**config.mk**
```make
export PLATFORM = sky130hd
export DESIGN_NAME = fifo_rd_stream_flat
export DESIGN_NICKNAME = d
export VERILOG_FILES = /design/src/rtl/fifo_pkg.sv /design/src/rtl/fifo_rd_stream_if.sv /design/src/rtl/rd_skid_buf.sv /design/src/rtl/fifo_rd_stream.sv /design/src/flat_wrapper.sv
export SDC_FILE = /design/constraint.sdc
export NUM_CORES = 1
export LEC_CHECK = 0
export BUFFER_PORTS_ARGS = -buffer_cell sky130_fd_sc_hd__buf_2
export CAP_MARGIN = 10
export CELL_PAD_IN_SITES_DETAIL_PLACEMENT = 0
export CELL_PAD_IN_SITES_GLOBAL_PLACEMENT = 1
export CORE_ASPECT_RATIO = 1.1
export CORE_MARGIN = 2
export CORE_UTILIZATION = 39
export CTS_CLUSTER_DIAMETER = 30
export DETAILED_ROUTE_END_ITERATION = 8
export PLACE_DENSITY = 0.77
export SETUP_SLACK_MARGIN = 0.1
export SYNTH_ARGS = -nofsm -noshare
export SYNTH_HDL_FRONTEND = slang
export SYNTH_HIERARCHICAL = 1
export SYNTH_SLANG_ARGS = --single-unit
```
**constraint.sdc**
```tcl
create_clock -name rclk -period 3.4 [get_ports rclk]
set_clock_uncertainty 0.15 [all_clocks]
set_input_delay 0.17 -clock rclk [delete_from_list [all_inputs] [get_ports rclk]]
set_output_delay 0.17 -clock rclk [all_outputs]
set_load 0.01 [all_outputs]
```
**src/rtl/fifo_pkg.sv**
```systemverilog
// Shared definitions for the async FIFO read-side blocks.
package fifo_pkg;

    // Default data word width; matches the FIFO data width.
    localparam int DSIZE_DEFAULT = 8;

    // Default width of the pop and transfer counters.
    localparam int CNTW_DEFAULT = 16;

    // Skid buffer occupancy. The encoding equals the number of held words,
    // so the state doubles as the occupancy output.
    typedef enum logic [1:0] {
        OCC_EMPTY = 2'd0,
        OCC_ONE   = 2'd1,
        OCC_TWO   = 2'd2
    } occ_e;

endpackage

```
**src/rtl/fifo_rd_stream_if.sv**
```systemverilog
// FIFO read port plus the outgoing valid/ready stream.
//
// Handshake: rinc pops the FIFO head on the rclk edge where it is high, and
// it is only ever high while rempty is low. A stream word moves on every
// rclk edge where m_valid and m_ready are both high. Once m_valid rises,
// m_valid and m_data stay unchanged until that edge. m_ready may change
// freely and never feeds back into rinc.
interface fifo_rd_stream_if #(
    parameter int DSIZE = fifo_pkg::DSIZE_DEFAULT
);
    logic             rinc;
    logic [DSIZE-1:0] rdata;
    logic             rempty;
    logic             m_valid;
    logic [DSIZE-1:0] m_data;
    logic             m_ready;

    // The stream block side: pops the FIFO and sources the stream.
    modport master (
        output rinc,
        input  rdata,
        input  rempty,
        output m_valid,
        output m_data,
        input  m_ready
    );

    // The environment side: the FIFO read port and the stream consumer.
    modport slave (
        input  rinc,
        output rdata,
        output rempty,
        input  m_valid,
        input  m_data,
        output m_ready
    );
endinterface

```
**src/rtl/rd_skid_buf.sv**
```systemverilog
// Two-entry skid buffer with a registered valid/data stream output.
// The head register drives m_data; the skid register holds the second word.
module rd_skid_buf
    import fifo_pkg::*;
#(
    parameter int DSIZE = DSIZE_DEFAULT
) (
    input  logic             clk,
    input  logic             rst_n,
    input  logic             push,
    input  logic [DSIZE-1:0] push_data,
    output logic             m_valid,
    output logic [DSIZE-1:0] m_data,
    input  logic             m_ready,
    output occ_e             occ
);

    occ_e             state_q;
    logic             valid_q;
    logic [DSIZE-1:0] head_q;
    logic [DSIZE-1:0] skid_q;
    logic             xfer;

    assign xfer    = valid_q & m_ready;
    assign m_valid = valid_q;
    assign m_data  = head_q;
    assign occ     = state_q;

    // Occupancy FSM; valid and both data registers move with the state so
    // that words always leave in the order they were pushed.
    always_ff @(posedge clk or negedge rst_n) begin
        if (!rst_n) begin
            state_q <= OCC_EMPTY;
            valid_q <= 1'b0;
            head_q  <= '0;
            skid_q  <= '0;
        end else begin
            case (state_q)
                OCC_EMPTY: begin
                    if (push) begin
                        head_q  <= push_data;
                        valid_q <= 1'b1;
                        state_q <= OCC_ONE;
                    end
                end
                OCC_ONE: begin
                    if (push && !xfer) begin
                        skid_q  <= push_data;
                        state_q <= OCC_TWO;
                    end else if (!push && xfer) begin
                        valid_q <= 1'b0;
                        state_q <= OCC_EMPTY;
                    end else if (push && xfer) begin
                        // Head leaves and the new word takes its place.
                        head_q <= push_data;
                    end
                end
                OCC_TWO: begin
                    // The pop gating keeps push low here.
                    if (xfer) begin
                        head_q  <= skid_q;
                        state_q <= OCC_ONE;
                    end
                end
                default: begin
                    valid_q <= 1'b0;
                    state_q <= OCC_EMPTY;
                end
            endcase
        end
    end

endmodule

```
**src/rtl/fifo_rd_stream.sv**
```systemverilog
// Read-side consumer for the async FIFO: pops the FIFO into a two-entry
// skid buffer, presents a registered valid/ready stream and counts words.
module fifo_rd_stream
    import fifo_pkg::*;
#(
    parameter int DSIZE = DSIZE_DEFAULT,
    parameter int CNTW  = CNTW_DEFAULT
) (
    input  logic                 rclk,
    input  logic                 rrst_n,
    input  logic                 rd_en,
    fifo_rd_stream_if.master     bus,
    output logic [1:0]           occ,
    output logic [CNTW-1:0]      pop_cnt,
    output logic [CNTW-1:0]      xfer_cnt,
    output logic                 idle
);

    occ_e            occ_st;
    logic            pop;
    logic            xfer;
    logic [CNTW-1:0] pop_cnt_q;
    logic [CNTW-1:0] pop_cnt_d;
    logic [CNTW-1:0] xfer_cnt_q;
    logic [CNTW-1:0] xfer_cnt_d;

    // Pop only when the buffer has room; reset gates it immediately.
    // m_ready is deliberately absent so no ready-to-pop path exists.
    assign pop      = rrst_n & rd_en & ~bus.rempty & (occ_st != OCC_TWO);
    assign bus.rinc = pop;
    assign xfer     = bus.m_valid & bus.m_ready;

    rd_skid_buf #(
        .DSIZE (DSIZE)
    ) u_skid (
        .clk       (rclk),
        .rst_n     (rrst_n),
        .push      (pop),
        .push_data (bus.rdata),
        .m_valid   (bus.m_valid),
        .m_data    (bus.m_data),
        .m_ready   (bus.m_ready),
        .occ       (occ_st)
    );

    // Next counter values; both wrap freely.
    always_comb begin
        pop_cnt_d  = pop_cnt_q;
        xfer_cnt_d = xfer_cnt_q;
        if (pop) begin
            pop_cnt_d = pop_cnt_q + CNTW'(1);
        end
        if (xfer) begin
            xfer_cnt_d = xfer_cnt_q + CNTW'(1);
        end
    end

    // Counter registers.
    always_ff @(posedge rclk or negedge rrst_n) begin
        if (!rrst_n) begin
            pop_cnt_q  <= '0;
            xfer_cnt_q <= '0;
        end else begin
            pop_cnt_q  <= pop_cnt_d;
            xfer_cnt_q <= xfer_cnt_d;
        end
    end

    assign occ      = occ_st;
    assign pop_cnt  = pop_cnt_q;
    assign xfer_cnt = xfer_cnt_q;
    assign idle     = (occ_st == OCC_EMPTY) & bus.rempty;

endmodule
```
**src/flat_wrapper.sv**
```systemverilog
// flat-port wrapper written by rule: the top's interface ports become plain ports
module fifo_rd_stream_flat import fifo_pkg::*;
#(
    parameter int DSIZE = DSIZE_DEFAULT,
    parameter int CNTW  = CNTW_DEFAULT
)
  (rclk, rrst_n, rd_en, occ, pop_cnt, xfer_cnt, idle, bus_rinc, bus_rdata, bus_rempty, bus_m_valid, bus_m_data, bus_m_ready);
  fifo_rd_stream_if #(.DSIZE(DSIZE)) bus_i ();
  input  logic rclk;
  input  logic rrst_n;
  input  logic rd_en;
  output logic [1:0] occ;
  output logic [CNTW-1:0] pop_cnt;
  output logic [CNTW-1:0] xfer_cnt;
  output logic idle;
  output wire logic [$bits(bus_i.rinc)-1:0] bus_rinc;
  input wire logic [$bits(bus_i.rdata)-1:0] bus_rdata;
  input wire logic [$bits(bus_i.rempty)-1:0] bus_rempty;
  output wire logic [$bits(bus_i.m_valid)-1:0] bus_m_valid;
  output wire logic [$bits(bus_i.m_data)-1:0] bus_m_data;
  input wire logic [$bits(bus_i.m_ready)-1:0] bus_m_ready;
  assign bus_rinc = bus_i.rinc;
  assign bus_i.rdata = bus_rdata;
  assign bus_i.rempty = bus_rempty;
  assign bus_m_valid = bus_i.m_valid;
  assign bus_m_data = bus_i.m_data;
  assign bus_i.m_ready = bus_m_ready;
  fifo_rd_stream #(.DSIZE(DSIZE), .CNTW(CNTW)) u_core (.rclk(rclk), .rrst_n(rrst_n), .rd_en(rd_en), .bus(bus_i), .occ(occ), .pop_cnt(pop_cnt), .xfer_cnt(xfer_cnt), .idle(idle));
endmodule
```
== Word level (Yosys, flattened, before mapping) ==
Cells that the tools add are included.

* Flip-flop bits (word level): 51
* Input bits: 13
* Output and inout port bits: 45
* Logic and storage cells: 51

* $add $sub $neg: 2
* Equality and inequality tests: 10
* Mux-type cells: 15
* Bitwise operators: 7
* Reduce and logical (&&, ||, !) cells: 11

{| class="wikitable"
|+ Operators by type and width
! kind !! number
|-
| $mux W8 || 5
|-
| $add A16 B1 Y16 const B || 2
|-
| $pmux W8 S3 || 1
|-
| $ne A2 B2 Y1 const B || 7
|-
| $mux W2 || 4
|-
| $pmux W2 S3 || 1
|-
| $reduce_and A6 Y1 || 1
|-
| $and A1 B1 Y1 || 5
|-
| $reduce_and A4 Y1 || 1
|-
| $logic_and A1 B1 Y1 || 3
|-
| $mux W1 || 3
|-
| $ne A3 B3 Y1 const B || 1
|-
| $pmux W1 S3 || 1
|-
| $reduce_and A3 Y1 || 1
|-
| $reduce_bool A3 Y1 || 1
|-
| $eq A2 B1 Y1 const B || 1
|-
| $eq A2 B2 Y1 const B || 1
|-
| $logic_not A1 Y1 || 2
|-
| $logic_not A2 Y1 || 1
|-
| $not A1 Y1 || 2
|-
| $reduce_and A2 Y1 || 1
|}

== Logic depth before layout (Yosys ltp) ==
* Depth after elaboration: 8
* Gate-level depth with buffers: 9
* Gate-level depth less buffers: 7

== By module ==
The synthesis kept the hierarchy.

{| class="wikitable"
|+ Modules (own cells, without submodules)
! module !! instances !! cells an instance !! area each (µm²) !! seq. area each (µm²)
|-
| fifo_rd_stream || 1 || 126 || 1,437.6 || 800.8
|-
| rd_skid_buf || 1 || 66 || 934.6 || 475.5
|}

== Worst setup path after synthesis ==
No wires, ideal clock.

* Path kind: reg2reg
* Start point: register u_core.u_skid.state_q[1] (netlist: u_core/u_skid/occ[1])
* End point: register u_core.u_skid.head_q[0] (netlist: u_core/u_skid/m_data[0])
* Setup time: 0.125 ns
* Arrival time: 2.533 ns
* Data required time: 3.125 ns
* Setup slack: 0.592 ns
* Stages on the path, launching flop included: 10
* Buffers on the path: 2
* Clock period less this slack: 2.808 ns
* Path through: dfrtp_1 nand2b_1 and4b_1 clkbuf_1 inv_1 ha_1 or4b_1 a21o_1 buf_6 mux2_4

* Longest elaborated chain between the ends: 6
* Elaborated cells on any way between the ends: 17
* Those cells by class: eq/ne (8); mux (1); bitwise (1); reduce/logical (7)

{| class="wikitable"
|+ Ends and longest elaborated chain
! what !! line !! RTL
|-
| from (decl) || rd_skid_buf.sv:18 || <nowiki>occ_e state_q;</nowiki>
|-
| from (signal assigned) || rd_skid_buf.sv:33 || <nowiki>state_q <= OCC_EMPTY;</nowiki>
|-
| from (signal assigned) || rd_skid_buf.sv:43 || <nowiki>state_q <= OCC_ONE;</nowiki>
|-
| from (signal assigned) || rd_skid_buf.sv:49 || <nowiki>state_q <= OCC_TWO;</nowiki>
|-
| $ne A2 B2 Y1 * || fifo_rd_stream.sv:29 || <nowiki>assign pop = rrst_n & rd_en & ~bus.rempty & (occ_st != OCC_TWO);</nowiki>
|-
| $and A1 B1 Y1 * || fifo_rd_stream.sv:29 ||
|-
| via bus_rinc || flat_wrapper.sv:16 || <nowiki>output wire logic [$bits(bus_i.rinc)-1:0] bus_rinc;</nowiki>
|-
| $logic_not A1 Y1 || rd_skid_buf.sv:50 || <nowiki>end else if (!push && xfer) begin</nowiki>
|-
| $logic_and A1 B1 Y1 || rd_skid_buf.sv:50 ||
|-
| $ne A2 B2 Y1 (no line) || n/a ||
|-
| $reduce_and A6 Y1 (no line) * || n/a ||
|-
| to (signal assigned) || rd_skid_buf.sv:41 || <nowiki>head_q <= push_data;</nowiki>
|-
| to (signal assigned) || rd_skid_buf.sv:55 || <nowiki>head_q <= push_data;</nowiki>
|-
| to (signal assigned) || rd_skid_buf.sv:61 || <nowiki>head_q <= skid_q;</nowiki>
|-
| to (decl) || rd_skid_buf.sv:20 || <nowiki>logic [DSIZE-1:0] head_q;</nowiki>
|}

Mark *: on every way through the listed nets, which the timed path passes. The rest lies on a longest branch.
A chain may end at the register's enable or synchronous reset.

== Worst setup path in the final report ==
* Start point: register u_core.u_skid.state_q[0] (netlist: u_core/u_skid/occ[0])
* End point: register u_core.u_skid.head_q[5] (netlist: u_core/u_skid/m_data[5])

* Longest elaborated chain between the ends: 6
* Elaborated cells on any way between the ends: 17
* Those cells by class: eq/ne (8); mux (1); bitwise (1); reduce/logical (7)

{| class="wikitable"
|+ Ends and longest elaborated chain
! what !! line
|-
| $ne A2 B2 Y1 || fifo_rd_stream.sv:29
|-
| $and A1 B1 Y1 || fifo_rd_stream.sv:29
|-
| $logic_not A1 Y1 || rd_skid_buf.sv:50
|-
| $logic_and A1 B1 Y1 || rd_skid_buf.sv:50
|-
| $ne A2 B2 Y1 (no line) || n/a
|-
| $reduce_and A6 Y1 (no line) || n/a
|}

Several ways; a longest one is shown, not always the timed one.

==> impl_metrics.json <==
{
  "worst_pin_slew_ns": 0.811,
  "io_buffers": 57,
  "relSlewSlack": 0.458,
  "crit_chain": "nand2b_1 -> and4b_1 -> inv_1 -> ha_1 -> or4b_1 -> a21o_1 -> mux2_4",
  "cts_tree": "yes",
  "syn_area_um2": 2370,
  "drc": 0,
  "fin_util": 0.501,
  "wl_met1_um": 2080,
  "worstPathMaxFanout": 10,
  "status": "completed",
  "slew_violations": 0,
  "cts-htree-levels": 2,
  "die_y_um": 85.8,
  "drt_wl_total_um": 4540,
  "grt_pass1_wl_um": 7800,
  "dp.cells": 323,
  "crit_family": "simple AND/OR/NAND/NOR gates",
  "fp.dieW_um": 78.4,
  "final-hold-violation-count": 0,
  "firstDrtPassIters": 4,
  "place_congestion": 0.694,
  "drive_above_1_share": 0.361,
  "final_cells": 340,
  "clock_path_buffers": 2,
  "clock-sinks": 51,
  "viasPerCell": 4.84,
  "hpwlAfterDp_um": 3290,
  "io_pins": 58,
  "nets": 280,
  "path_clk_slew_ns": 0.09,
  "grt_max_degree": 53,
  "crit_buf_inv": 1,
  "leakagePower_nw": 1.50,
  "tns_ns": 0,
  "cts_buffers": 5,
  "cp_slowest_stage_delay_ns": 0.50,
  "syn_inst": 192,
  "hold_class": "in2reg",
  "overflow": 0,
  "wl_met2_um": 2120,
  "ys_seq_area_frac": 0.538,
  "max_freq_mhz": 334,
  "place_ws_ns": 0.410,
  "highest_layer": "met4",
  "crit_slowest_cell": "dfrtp_1",
  "track_usage": 0.147,
  "setup_viol": 0,
  "cp-start-kind": "flip-flop",
  "syn_nets": 210,
  "synth_async_sr_flop_share": 1.00,
  "min_period_ns": 3.00,
  "powerDensity_nw_per_um2": 650,
  "cap_violations": 0,
  "dr_wl_met3_um": 283,
  "period_share": 0.881,
  "worstPathRequired_ns": 3.44,
  "antenna_cells": 0,
  "rows": 29,
  "end_kind": "flip-flop",
  "clk_latency_ns": 0.30,
  "rsz0062_at_grt": "no",
  "design.die.area_um2": 6720,
  "area_growth_pct": 23.5,
  "synth-seq-cells": 51,
  "antenna_found_initial": 0,
  "synth_enable_flop_cells": 0,
  "initial_core_util": 0.406,
  "worst_slack_ns": 0.404,
  "syn-mean-instance-area_um2": 12.4,
  "first_global_vias": 1628,
  "yosysWarnings": 6,
  "drtAntennaViolNets": 0,
  "synthFlopType": "dfrtp_1",
  "crit_arrival_ns": 3.03,
  "ir_drop_mv": 0.330,
  "total_power_mw": 1.90,
  "coreArea_um2": 5840,
  "drtIter0Drc": 63,
  "cts-root-buf": "clkbuf_8",
  "dr_total_vias": 1647,
  "synth_cell_types": 33,
  "crit_type": "reg2reg",
  "drt-wirelength-per-cell_um": 13.3
}
-- state kept, by name (all words and copies together) (netlist names) --
name / cells
u_core/u_skid/occ: 2
u_core/xfer_cnt: 16
u_core/u_skid/m_data: 8
u_core/pop_cnt: 16
u_core/u_skid/m_valid: 1
u_core/u_skid/skid_q: 8
-- worst reg2reg max path, stage by stage (launching register included) --
cell and delay [ns]:
dfrtp_1 0.50, nand2b_1 0.24, and4b_1 0.45, inv_1 0.11
ha_1 0.24, or4b_1 0.48, a21o_1 0.35, mux2_4 0.36
-- path summary, 6_finish.rpt --
path                                      start                       to  slack, ns  cells after the start
max in group asynchronous                rrst_n  u_core/u_skid/skid_q[0]       2.27                      3
hold reg to reg             u_core/xfer_cnt[15]      u_core/xfer_cnt[15]       0.32                      1
setup / recovery           u_core/u_skid/occ[0]  u_core/u_skid/m_data[5]       0.40                      7
hold / removal                      bus_m_ready       u_core/xfer_cnt[0]       0.03                      3
min in group asynchronous                rrst_n       u_core/pop_cnt[11]       0.40                      3
setup reg to reg           u_core/u_skid/occ[0]  u_core/u_skid/m_data[5]       0.40                      7
-- what timing repair did --
action / in CTS / in global routing
buffers inserted: 0 / 0
endpoints found under the hold margin: 59 / 0
hold buffers: 9 / 0
gates resized for setup: 0 / 0
-- metrics by stage --
stage | cell area, µm² | hold slack, ns
2_1_floorplan | 2370 | -0.276
3_3_place_gp | 2740 | 0.228
3_5_place_dp | 2740 | 0.224
4_1_cts | 2930 | 0.0222
5_1_grt | 2930 | 0.0559
6_report | 2930 | 0.0302
-- final cells by class --
cell class	count	area [µm²]
clock buffer	8	100
timing repair buffer	67	383
tap	77	96.3
inverter	6	22.5
sequential	51	1280
multi-input combinational	131	1050
fill	565	2910
-- cells in the final DEF, fill, tap and decap left out, drive strengths merged, types with 2 or more instances in the layout --
master,n
ha,5
nor4,4
mux2,26
buf,58
nand3,7
nand2,15
nand2b,3
and3,2
dfrtp,51
dlygate4sd3,9
inv,6
nor2,8
xor2,16
and4b,2
clkbuf,8
xnor2,14
nand4,9
nor3,7
-- cell usage after synthesis, types with 2 or more instances --
master | number | share of area
clkbuf_1 | 3 | 0.0047
nand4_2 | 2 | 0.011
nand2_1 | 15 | 0.024
nor3_1 | 7 | 0.015
nand4_1 | 7 | 0.018
nor4_1 | 4 | 0.011
and3_1 | 2 | 0.0053
xnor2_1 | 14 | 0.052
mux2_2 | 18 | 0.085
xor2_1 | 16 | 0.059
dfrtp_1 | 51 | 0.54
nand3_1 | 7 | 0.015
nand2b_1 | 3 | 0.0079
mux2_4 | 8 | 0.051
ha_1 | 5 | 0.026
and4b_1 | 2 | 0.0084
nor2_1 | 7 | 0.011
inv_1 | 6 | 0.0095
-- power breakdown --
part / internal [mW] / switching, mW
logic: 0.322 / 0.262
clock network: 0.186 / 0.192
registers: 0.776 / 0.166
-- routing by layer --
layer,GRT usage,vias up
met5,0,-
met4,0.0431,0
met3,0.0463,5
met2,0.236,45
met1,0.193,788
li1,-,809
-- kinds of logic after synthesis --
kind of cell,after synthesis,synth area share
AO/OA/AOI/OAI,6,0.0169
XOR/XNOR,30,0.111
adder cells (fa/ha/maj),5,0.0264
buffers and inverters,10,0.0190
flip-flops,51,0.538
multiplexers,26,0.136
AND/OR/NAND/NOR,64,0.153
No activity file was read; power rests on OpenSTA's default activity.
